==> src/rtl/uart_tx.sv <==
// Packet UART transmitter: captures DEPTH bytes in one handshake and sends them
// back-to-back as 8N1 frames, LSB first, byte 0 first.
module uart_tx #(
  parameter int CLK_FREQ = 50_000_000,
  parameter int boadrate = 115200,
  parameter int DEPTH    = 8
) (
  input  logic                  clk,
  input  logic                  arstn,
  output logic                  tx,
  input  logic [DEPTH-1:0][7:0] data_i,
  input  logic                  up_valid,
  output logic                  up_ready
);

  localparam int BIT_CYCLES = CLK_FREQ / boadrate;
  localparam int CW         = (BIT_CYCLES > 1) ? $clog2(BIT_CYCLES) : 1;
  localparam int BW         = $clog2(DEPTH) + 1;
  localparam logic [CW-1:0] CNT_LAST  = CW'(BIT_CYCLES - 1);
  localparam logic [BW-1:0] BYTE_LAST = BW'(DEPTH - 1);

  typedef enum logic [1:0] {IDLE, START, DATA, STOP} state_t;

  state_t               state, state_n;
  logic [CW-1:0]        baud_cnt, baud_cnt_n;
  logic [2:0]           bit_idx, bit_idx_n;
  logic [BW-1:0]        byte_idx, byte_idx_n;
  logic [DEPTH*8-1:0]   pkt, pkt_n;
  logic                 tx_n, up_ready_n;
  logic                 bit_end;

  assign bit_end = (baud_cnt == CNT_LAST);

  always_ff @(posedge clk) begin
    if (!arstn) begin
      state    <= IDLE;
      baud_cnt <= '0;
      bit_idx  <= '0;
      byte_idx <= '0;
      pkt      <= '0;
      tx       <= 1'b1;
      up_ready <= 1'b0;
    end else begin
      state    <= state_n;
      baud_cnt <= baud_cnt_n;
      bit_idx  <= bit_idx_n;
      byte_idx <= byte_idx_n;
      pkt      <= pkt_n;
      tx       <= tx_n;
      up_ready <= up_ready_n;
    end
  end

  // tx_n is the line level for the cycle after this edge, keeping tx a pure flop.
  // The packet register shifts one bit per data bit, so pkt[0] is always the
  // next data bit and the following byte lines up automatically after 8 shifts.
  always_comb begin
    state_n    = state;
    baud_cnt_n = baud_cnt + CW'(1);
    bit_idx_n  = bit_idx;
    byte_idx_n = byte_idx;
    pkt_n      = pkt;
    tx_n       = tx;
    up_ready_n = up_ready;
    unique case (state)
      IDLE: begin
        baud_cnt_n = '0;
        tx_n       = 1'b1;
        up_ready_n = 1'b1;
        if (up_valid && up_ready) begin
          pkt_n      = data_i;
          byte_idx_n = '0;
          state_n    = START;
          tx_n       = 1'b0;
          up_ready_n = 1'b0;
        end
      end
      START: begin
        if (bit_end) begin
          baud_cnt_n = '0;
          bit_idx_n  = '0;
          state_n    = DATA;
          tx_n       = pkt[0];
        end
      end
      DATA: begin
        if (bit_end) begin
          baud_cnt_n = '0;
          pkt_n      = pkt >> 1;
          if (bit_idx == 3'd7) begin
            state_n = STOP;
            tx_n    = 1'b1;
          end else begin
            bit_idx_n = bit_idx + 3'd1;
            tx_n      = pkt_n[0];
          end
        end
      end
      STOP: begin
        if (bit_end) begin
          baud_cnt_n = '0;
          if (byte_idx == BYTE_LAST) begin
            state_n    = IDLE;
            tx_n       = 1'b1;
            up_ready_n = 1'b1;
          end else begin
            byte_idx_n = byte_idx + BW'(1);
            state_n    = START;
            tx_n       = 1'b0;
          end
        end
      end
      default: begin
        state_n = IDLE;
        tx_n    = 1'b1;
      end
    endcase
  end

endmodule

==> config.mk <==
export PLATFORM = sky130hd
export DESIGN_NAME = uart_tx
export DESIGN_NICKNAME = d
export VERILOG_FILES = /design/src/rtl/uart_tx.sv
export SDC_FILE = /design/constraint.sdc
export NUM_CORES = 1
export LEC_CHECK = 0
export CORE_MARGIN = 3
export CORE_UTILIZATION = 57
export CTS_CLUSTER_DIAMETER = 80
export DETAILED_ROUTE_END_ITERATION = 7
export PLACE_DENSITY_LB_ADDON = 0.25
export SYNTH_ARGS = -nofsm -noshare
export SYNTH_HDL_FRONTEND = slang
export SYNTH_SLANG_ARGS = --single-unit
export TNS_END_PERCENT = 1
==> constraint.sdc <==
create_clock -name clk -period 5.2 [get_ports clk]
set_clock_uncertainty 0.1 [all_clocks]
set_input_delay 0.52 -clock clk [delete_from_list [all_inputs] [get_ports clk]]
set_output_delay 0.52 -clock clk [all_outputs]
set_load 0.1 [all_outputs]
==> results of run 1 <==
-- area by class of cell --
| type | count | area [µm²] | area share, % |
|---|---|---|---|
| Clock buffer | 12 | 155.1 | 3.134 |
| Clock inverter | 4 | 47.55 | 0.9606 |
| Inverter | 6 | 22.52 | 0.4550 |
| Multi-Input combinational cell | 291 | 2217 | 44.79 |
| Sequential cell | 84 | 1682 | 33.97 |
| Tap cell | 96 | 120.1 | 2.427 |
| Timing Repair Buffer | 72 | 705.7 | 14.26 |
-- cells in the mapped netlist (all sizes together) --
master and instances:
a2111o 1, a2111oi 2, a211oi 8, a21boi 1, a21oi 10, a31oi 2, a32oi 1, a41o 2
and2 1, and3 1, and4 1, and4b 1, buf 17, clkbuf 13, dfxtp 84, ha 10
inv 6, mux2i 66, nand2 67, nand2b 4, nand3 10, nand3b 2, nand4b 1, nor2 22
nor2b 3, nor4b 1, o211a 55, o211ai 1, o21a 1, o21ai 6, o22ai 1, o31ai 2
o32ai 1, or3 1, xnor2 3, xor2 3
-- per-stage QoR --
stage	cell area [µm²]	setup slack (ps)	util (%)
6_report	4950	2651	72.45
5_1_grt	4950	2333	72.45
4_1_cts	4950	2641	72.45
3_5_place_dp	4747	2643	69.49
3_3_place_gp	4747	2703	69.49
2_1_floorplan	4036	2860	-
-- worst max-delay path by stage --
stage	startpoint	endpoint	slack (ps)	depth (start not counted)
detailed placement	up_valid	pkt[7]	2640	7
global route	state[0]	bit_idx[0]	2330	7
CTS	state[0]	bit_idx[0]	2640	7
floorplan	up_ready	pkt[21]	2860	6
finish	state[0]	bit_idx[0]	2650	7
global placement	state[0]	bit_idx[0]	2700	7
-- kinds of logic after synthesis --
kind of cell,after synthesis,synth area share [%]
XOR/XNOR,6,1.302
flip-flops,84,41.66
multiplexers,66,16.37
buffers and inverters,36,3.906
adder cells (fa/ha/maj),10,3.100
AND/OR/NAND/NOR,115,12.77
AO/OA/AOI/OAI,94,20.89
-- critical path, delay by kind of cell (launching register included) --
| family | cells | cell delay (ps) |
|---|---|---|
| and+or+nand+nor | 2 | 300 |
| buffers and inverters | 2 | 980 |
| adders and majority gates | 1 | 210 |
| DFF | 1 | 350 |
| muxes | 2 | 480 |
-- registers in the layout, summed over array words and instances, names as in the netlist --
name / cells
pkt: 64
baud_cnt: 9
byte_idx: 4
bit_idx: 3
state: 2
tx: 1
up_ready: 1
-- layer usage --
layer  wire length, µm  vias up  track usage, %
met5                 0        -               0
met3               376        5           5.607
met4                63        0           5.740
met2              3796       72           29.37
li1                  -     1597               -
met1              3780     1492           27.42
-- layout by cell type, fill, tap and decap left out, types with 8 or more instances in the layout --
cell type	synthesis	final
dfxtp_1	84	84
o211a_1	55	55
ha_1	10	9
a211oi_1	8	8
a21oi_1	9	9
clkdlybuf4s50_1	0	67
nand2_1	66	66
mux2i_1	66	66
nand3_1	10	10
clkbuf_8	0	11
nor2_1	22	22
-- where the power goes --
group          total (W)  switching, W  internal, W
clock network   0.000480      0.000233     0.000247
logic           0.000980      0.000558     0.000422
registers       0.000914     0.0000947     0.000819
total            0.00237      0.000886      0.00149
==> metrics.yaml, run 1 <==
layout:
  final_nets: 541
  layout-drive-gt1-share_pct: 5.544
  area_growth_pct: 22.63
  post_layout_nonfiller_instances: 565
  number_of_diodes_added_for_antenna_fixing: 0
  fillers: 524
setup_path:
  critPathCaptureType: "flop"
  timing.reg2reg.setup_slack_ps: 2650
  cp_max_fo: 67
  worst_r2r_path_depth: 7
  r2r_start: "state[0]"
  arr_time_crit_path_ps: 2680
  timing_worst_setup_path_type: "reg2reg"
  critical_path.cell_chain: "inv_1 -> ha_4 -> buf_4 -> mux2i_1 -> nor2_1 -> mux2i_1 -> nor2_1"
  worst_ep_required_time_ps: 5330
  slowest_stage: "buf_4"
  reg2reg_to: "bit_idx[0]"
  worst_setup_path_start_kind: "flop"
  worst_path_largest_cell_delay_ps: 810
min_path:
  worst_hold_path_type: "reg2reg"
  hold-path-endpoint: "baud_cnt[0]"
  worstHoldStart: "baud_cnt[0]"
  min_path_cells: 1
floorplanning:
  die_width_um: 90.15
  std_cell_rows: 30
  core_area_um2: 6832
  floorplan.initialDensity_pct: 59.08
  fp.dieH_um: 90.15
  floorplan.die_area_um2: 8127
  design.portCount: 69
detailed_routing:
  routed_wl_um: 8016
  routed-via-count: 3166
  ant_nets: 0
  wire_per_inst_um: 14.19
  drt-initial-drc-count: 146
  detail_route.vias_per_cell: 5.604
  detail_route.first_pass.iterations: 4
  drt_drc_violations_left: 0
cts:
  htree_num_levels: 3
  clkSlewWorstSetupHoldPaths_ps: 80
  hold_buffers: 0
  tritoncts.num_buffers: 9
  worst_skew_pair.late_latency_ps: 350
  cts_max_path_buffers: 2
  clock_tree_from_tritoncts: "done"
  clk_root_buffer_cell: "clkbuf_8"
  cts-resized-gates: 0
  cts_post_setup_buffers_inserted: 0
  clkSinkCount: 84
synthesis:
  post-synth-top-area-cell: "dfxtp_1"
  synth-seq-cells: 84
  synth_cells: 411
  ys.warnings.count: 0
  syn_area_um2: 4036
  synth_sequential_area_ratio_pct: 41.66
  postSynthAreaPerCell_um2: 9.821
  yosys.area.top_type_share_pct: 41.66
  synth_cell_type_count: 41
  postSynthNetCount: 488
  leading_post_synthesis_cells_by_cell_area: "dfxtp_1 42%, mux2i_1 16%, o211a_1 14%"
sta:
  report.final.setup_viol: 0
  fin_hold_ws_ps: 385.6
  timing.fmax_ghz: 0.3923
  post-route-period-util_pct: 49.02
  max_slew.worst_pin.slew_ps: 1088
  layout_min_cycle_time_ps: 2549
  worst_slew_margin_relative_to_its_limit_pct: 27.46
  hold_viol: 0
  grt_setup_unrepaired: "false"
  finalMaxSlewViolations: 0
  setup_total_negative_slack_ps: 0
placed_design:
  detailed_place_hpwl_um: 5167
  place_inst: 549
  globalplace.congestion: 0.7974
  port_buffers: 68
global_routing:
  global_route.overflow_total: 0
  first_global_vias: 2785
  wire_length_of_the_first_global_routing_pass_um: 13140
  maximum_number_of_pins_on_one_net_before_global_route_repair: 73
  grt.total_usage_pct: 19.57
  initial_antenna_violation_count: 0
power:
  total_power_w: 0.002374
  standby_leakage_power_nw: 2.254
  worst_case_vdd_ir_drop_mv: 0.3466
  pwr_density_cell_nw_per_um2: 479.7
flow_run:
  cap_viol_max_count: 0
run_status:
  status: "finished, final reports clean"
(Power assumes the default switching activity.)
==> run 2, diff against run 1 <==
Settings changed: CORE_UTILIZATION 57 to 53.
Clock period 5.2 ns to 2.5 ns, I/O delays scaled along.
==> run 2 against run 1 <==
  * Critical path depth stayed put
  * Power rose by 110%
  * Critical endpoint is now pkt[62]
  * Global-route usage shrank 0.80 points
  * Combinational power up 110%
  * Sequential power up 110%
  * Maximum frequency increased by 19%
  * Non-clock buffer count grew 4
  * Die area up 7.0%
  * Sequential share of layout area shrank 0.28 points
  * Highest routed layer unchanged
==> metrics.yaml, run 2 (same netlist as run 1, synthesis figures left out) <==
power:
  worst_case_vdd_ir_drop_mv: 0.4963  # was 0.3466 mV
  internal-power_w: 0.003116  # was 0.001488 W
  pwr-share-comb_pct: 41.7  # was 41.3%
  clkPwrFrac_pct: 19.7  # was 20.2%
  standby_leakage_power_nw: 2.280  # was 2.254 nW
  netSwitchingFraction_pct: 36.78  # was 37.33%
  switching_power_w: 0.001813  # was 0.0008863 W
  power.share.sequential_pct: 38.7  # was 38.5%
  pwr_density_cell_nw_per_um2: 987.6  # was 479.7 nW/µm²
global_routing:
  wire_length_of_the_first_global_routing_pass_um: 13260  # was 13,140 µm
  initial_antenna_violation_count: 0  # unchanged
  grt.total_usage_pct: 18.78  # was 19.57%
  global_route.overflow_total: 0  # unchanged
  maximum_number_of_pins_on_one_net_before_global_route_repair: 84  # was 73
  first_global_vias: 2920  # was 2,785
cts:
  clk_root_buffer_cell: "clkbuf_8"  # unchanged
  htree_num_levels: 3  # unchanged
  clkSlewWorstSetupHoldPaths_ps: 80  # about the same
  tritoncts.num_buffers: 9  # unchanged
  cts_post_setup_buffers_inserted: 0  # unchanged
  cts-resized-gates: 0  # unchanged
  cts_max_path_buffers: 2  # unchanged
  clock_tree_from_tritoncts: "done"  # unchanged
  worst_skew_pair.late_latency_ps: 340  # was 350 ps
  clkSinkCount: 84  # unchanged
  hold_buffers: 0  # unchanged
sta:
  max_slew.worst_pin.slew_ps: 465.6  # was 1088 ps
  report.final.setup_viol: 0  # unchanged
  finalMaxSlewViolations: 0  # unchanged
  worst_slew_margin_relative_to_its_limit_pct: 68.93  # was 27.46%
  setup_total_negative_slack_ps: 0  # unchanged
  grt_setup_unrepaired: "false"  # unchanged
  timing.fmax_ghz: 0.4678  # was 0.3923 GHz
  hold_viol: 0  # unchanged
  layout_min_cycle_time_ps: 2138  # was 2549 ps
  post-route-period-util_pct: 85.51  # was 49.02%
layout:
  final_core_utilization_pct: 68.08  # was 72.45%
  reg.largest.list: "pkt: 64 flops, baud_cnt: 9 flops, byte_idx: 4 flops"  # unchanged
  layout.cells.most_common: "dfxtp_1"  # unchanged
  cell_area_after_layout_um2: 4991  # was 4950 µm²
  fillers: 593  # was 524
  layout.cells.most_common_list: "84 x dfxtp_1, 66 x nand2_1, 66 x mux2i_1, 65 x clkdlybuf4s50_1, 55 x o211a_1"  # was 84 x dfxtp_1, 67 x clkdlybuf4s50_1, 66 x nand2_1, 66 x mux2i_1, 55 x o211a_1
  final_nets: 545  # was 541
  number_of_diodes_added_for_antenna_fixing: 0  # unchanged
  area_growth_pct: 23.65  # was 22.63%
  largest_register_ffs: 64  # unchanged
  layout-drive-gt1-share_pct: 6.765  # was 5.544%
  largest_register: "pkt"  # unchanged
  post_layout_nonfiller_instances: 572  # was 565
floorplanning:
  die_width_um: 93.27  # was 90.15 µm
  design.portCount: 69  # unchanged
  floorplan.die_area_um2: 8699  # was 8127 µm²
  fp.dieH_um: 93.27  # was 90.15 µm
  floorplan.initialDensity_pct: 55.06  # was 59.08%
  std_cell_rows: 31  # was 30
  core_area_um2: 7331  # was 6832 µm²
setup_path:
  worst_setup_path_start_kind: "flop"  # unchanged
  critical_path.cell_chain: "inv_1 -> ha_1 -> and2_1 -> a21oi_4 -> buf_4 -> nand2_1 -> o211a_1"  # was inv_1 -> ha_4 -> buf_4 -> mux2i_1 -> nor2_1 -> mux2i_1 -> nor2_1
  cp_max_fo: 43  # was 67
  slowest_stage: "dfxtp_1"  # was buf_4
  critical_path.n_buffers_inverters: 2  # unchanged
  critPathCaptureType: "flop"  # unchanged
  worst_ep_required_time_ps: 2620  # was 5330 ps
  arr_time_crit_path_ps: 2260  # was 2680 ps
  timing_worst_setup_path_type: "reg2reg"  # unchanged
  worst_path_largest_cell_delay_ps: 400  # was 810 ps
  worst_path_dominant_cell_family: "buffers and inverters"  # unchanged
placed_design:
  globalplace.congestion: 0.7977  # was 0.7974
  place_inst: 556  # was 549
  port_buffers: 68  # unchanged
  detailed_place_hpwl_um: 5532  # was 5167 µm
  placed_inst_area_um2: 4788  # was 4747 µm²
flow_run:
  cap_viol_max_count: 0  # unchanged
detailed_routing:
  drt-initial-drc-count: 121  # was 146
  routed-via-count: 3145  # was 3,166
  routed_wl_um: 7920  # was 8016 µm
  ant_nets: 0  # unchanged
  drt_drc_violations_left: 0  # unchanged
  detail_route.first_pass.iterations: 5  # was 4
  detail_route.vias_per_cell: 5.498  # was 5.604
  wire_per_inst_um: 13.85  # was 14.19 µm
run_status:
  status: "finished, final reports clean"  # unchanged
min_path:
  worst_hold_path_type: "in2reg"  # was reg2reg
## run 2: cell types whose count changed in the layout (fill, tap and decap cells not counted), sizes merged
cell | before | now
buf | 5 | 11
clkdlybuf4s50 | 67 | 65
## run 2: per-layer routing
metal  GRT usage (%)  share of wire (%)  wire (µm)  vias up
met4           5.495               0.98         78        0
li1                -                  -          -     1606
met3           5.551                4.3        339        7
met1           23.35                 46       3643     1477
met5               0                  0          0        -
met2           31.39                 49       3859       55
## run 2: worst paths after layout
| path | slack, ps | from | cells after the start | to |
|---|---|---|---|---|
| worst min-delay path | 260 | arstn | 3 | tx |
| worst max register to register | 360 | state[0] | 7 | pkt[62] |
| worst min register to register | 370 | baud_cnt[0] | 1 | baud_cnt[0] |
| worst max-delay path | 360 | state[0] | 7 | pkt[62] |
## run 2: metrics by stage
step	setup WS, ps	hold slack (ps)	total power (W)
6_report	362.2	256.2	0.004929
3_5_place_dp	369.2	359.1	0.003989
3_3_place_gp	414.7	343.5	0.003900
4_1_cts	370.3	243.9	0.004987
5_1_grt	130.6	280.1	0.005305
2_1_floorplan	160.2	329.5	0.003561
## run 2: power groups by stage
stage	registers, W	clock network [W]	logic (W)
final	0.00191	0.000970	0.00205
after global placement	0.00191	0	0.00199
after CTS	0.00190	0.00101	0.00207
after global routing	0.00195	0.00106	0.00230
after floorplan	0.00198	0	0.00158
after detailed placement	0.00193	0	0.00205
## run 2: final cells by class
class	instances	area, µm²	share of cell area (%)
flip-flops and latches	84	1682	33.69
repair buffers	76	743.2	14.89
clock inverters	4	47.55	0.9526
clock buffers	12	155.1	3.109
inverters	6	22.52	0.4512
well taps	99	123.9	2.482
multi-input cells	291	2217	44.42
## run 2: worst reg2reg max path, cell delays in order (launching register included)
cell	delay, ps
dfxtp_1	400
inv_1	130
ha_1	310
and2_1	240
a21oi_4	170
buf_4	390
nand2_1	120
o211a_1	160
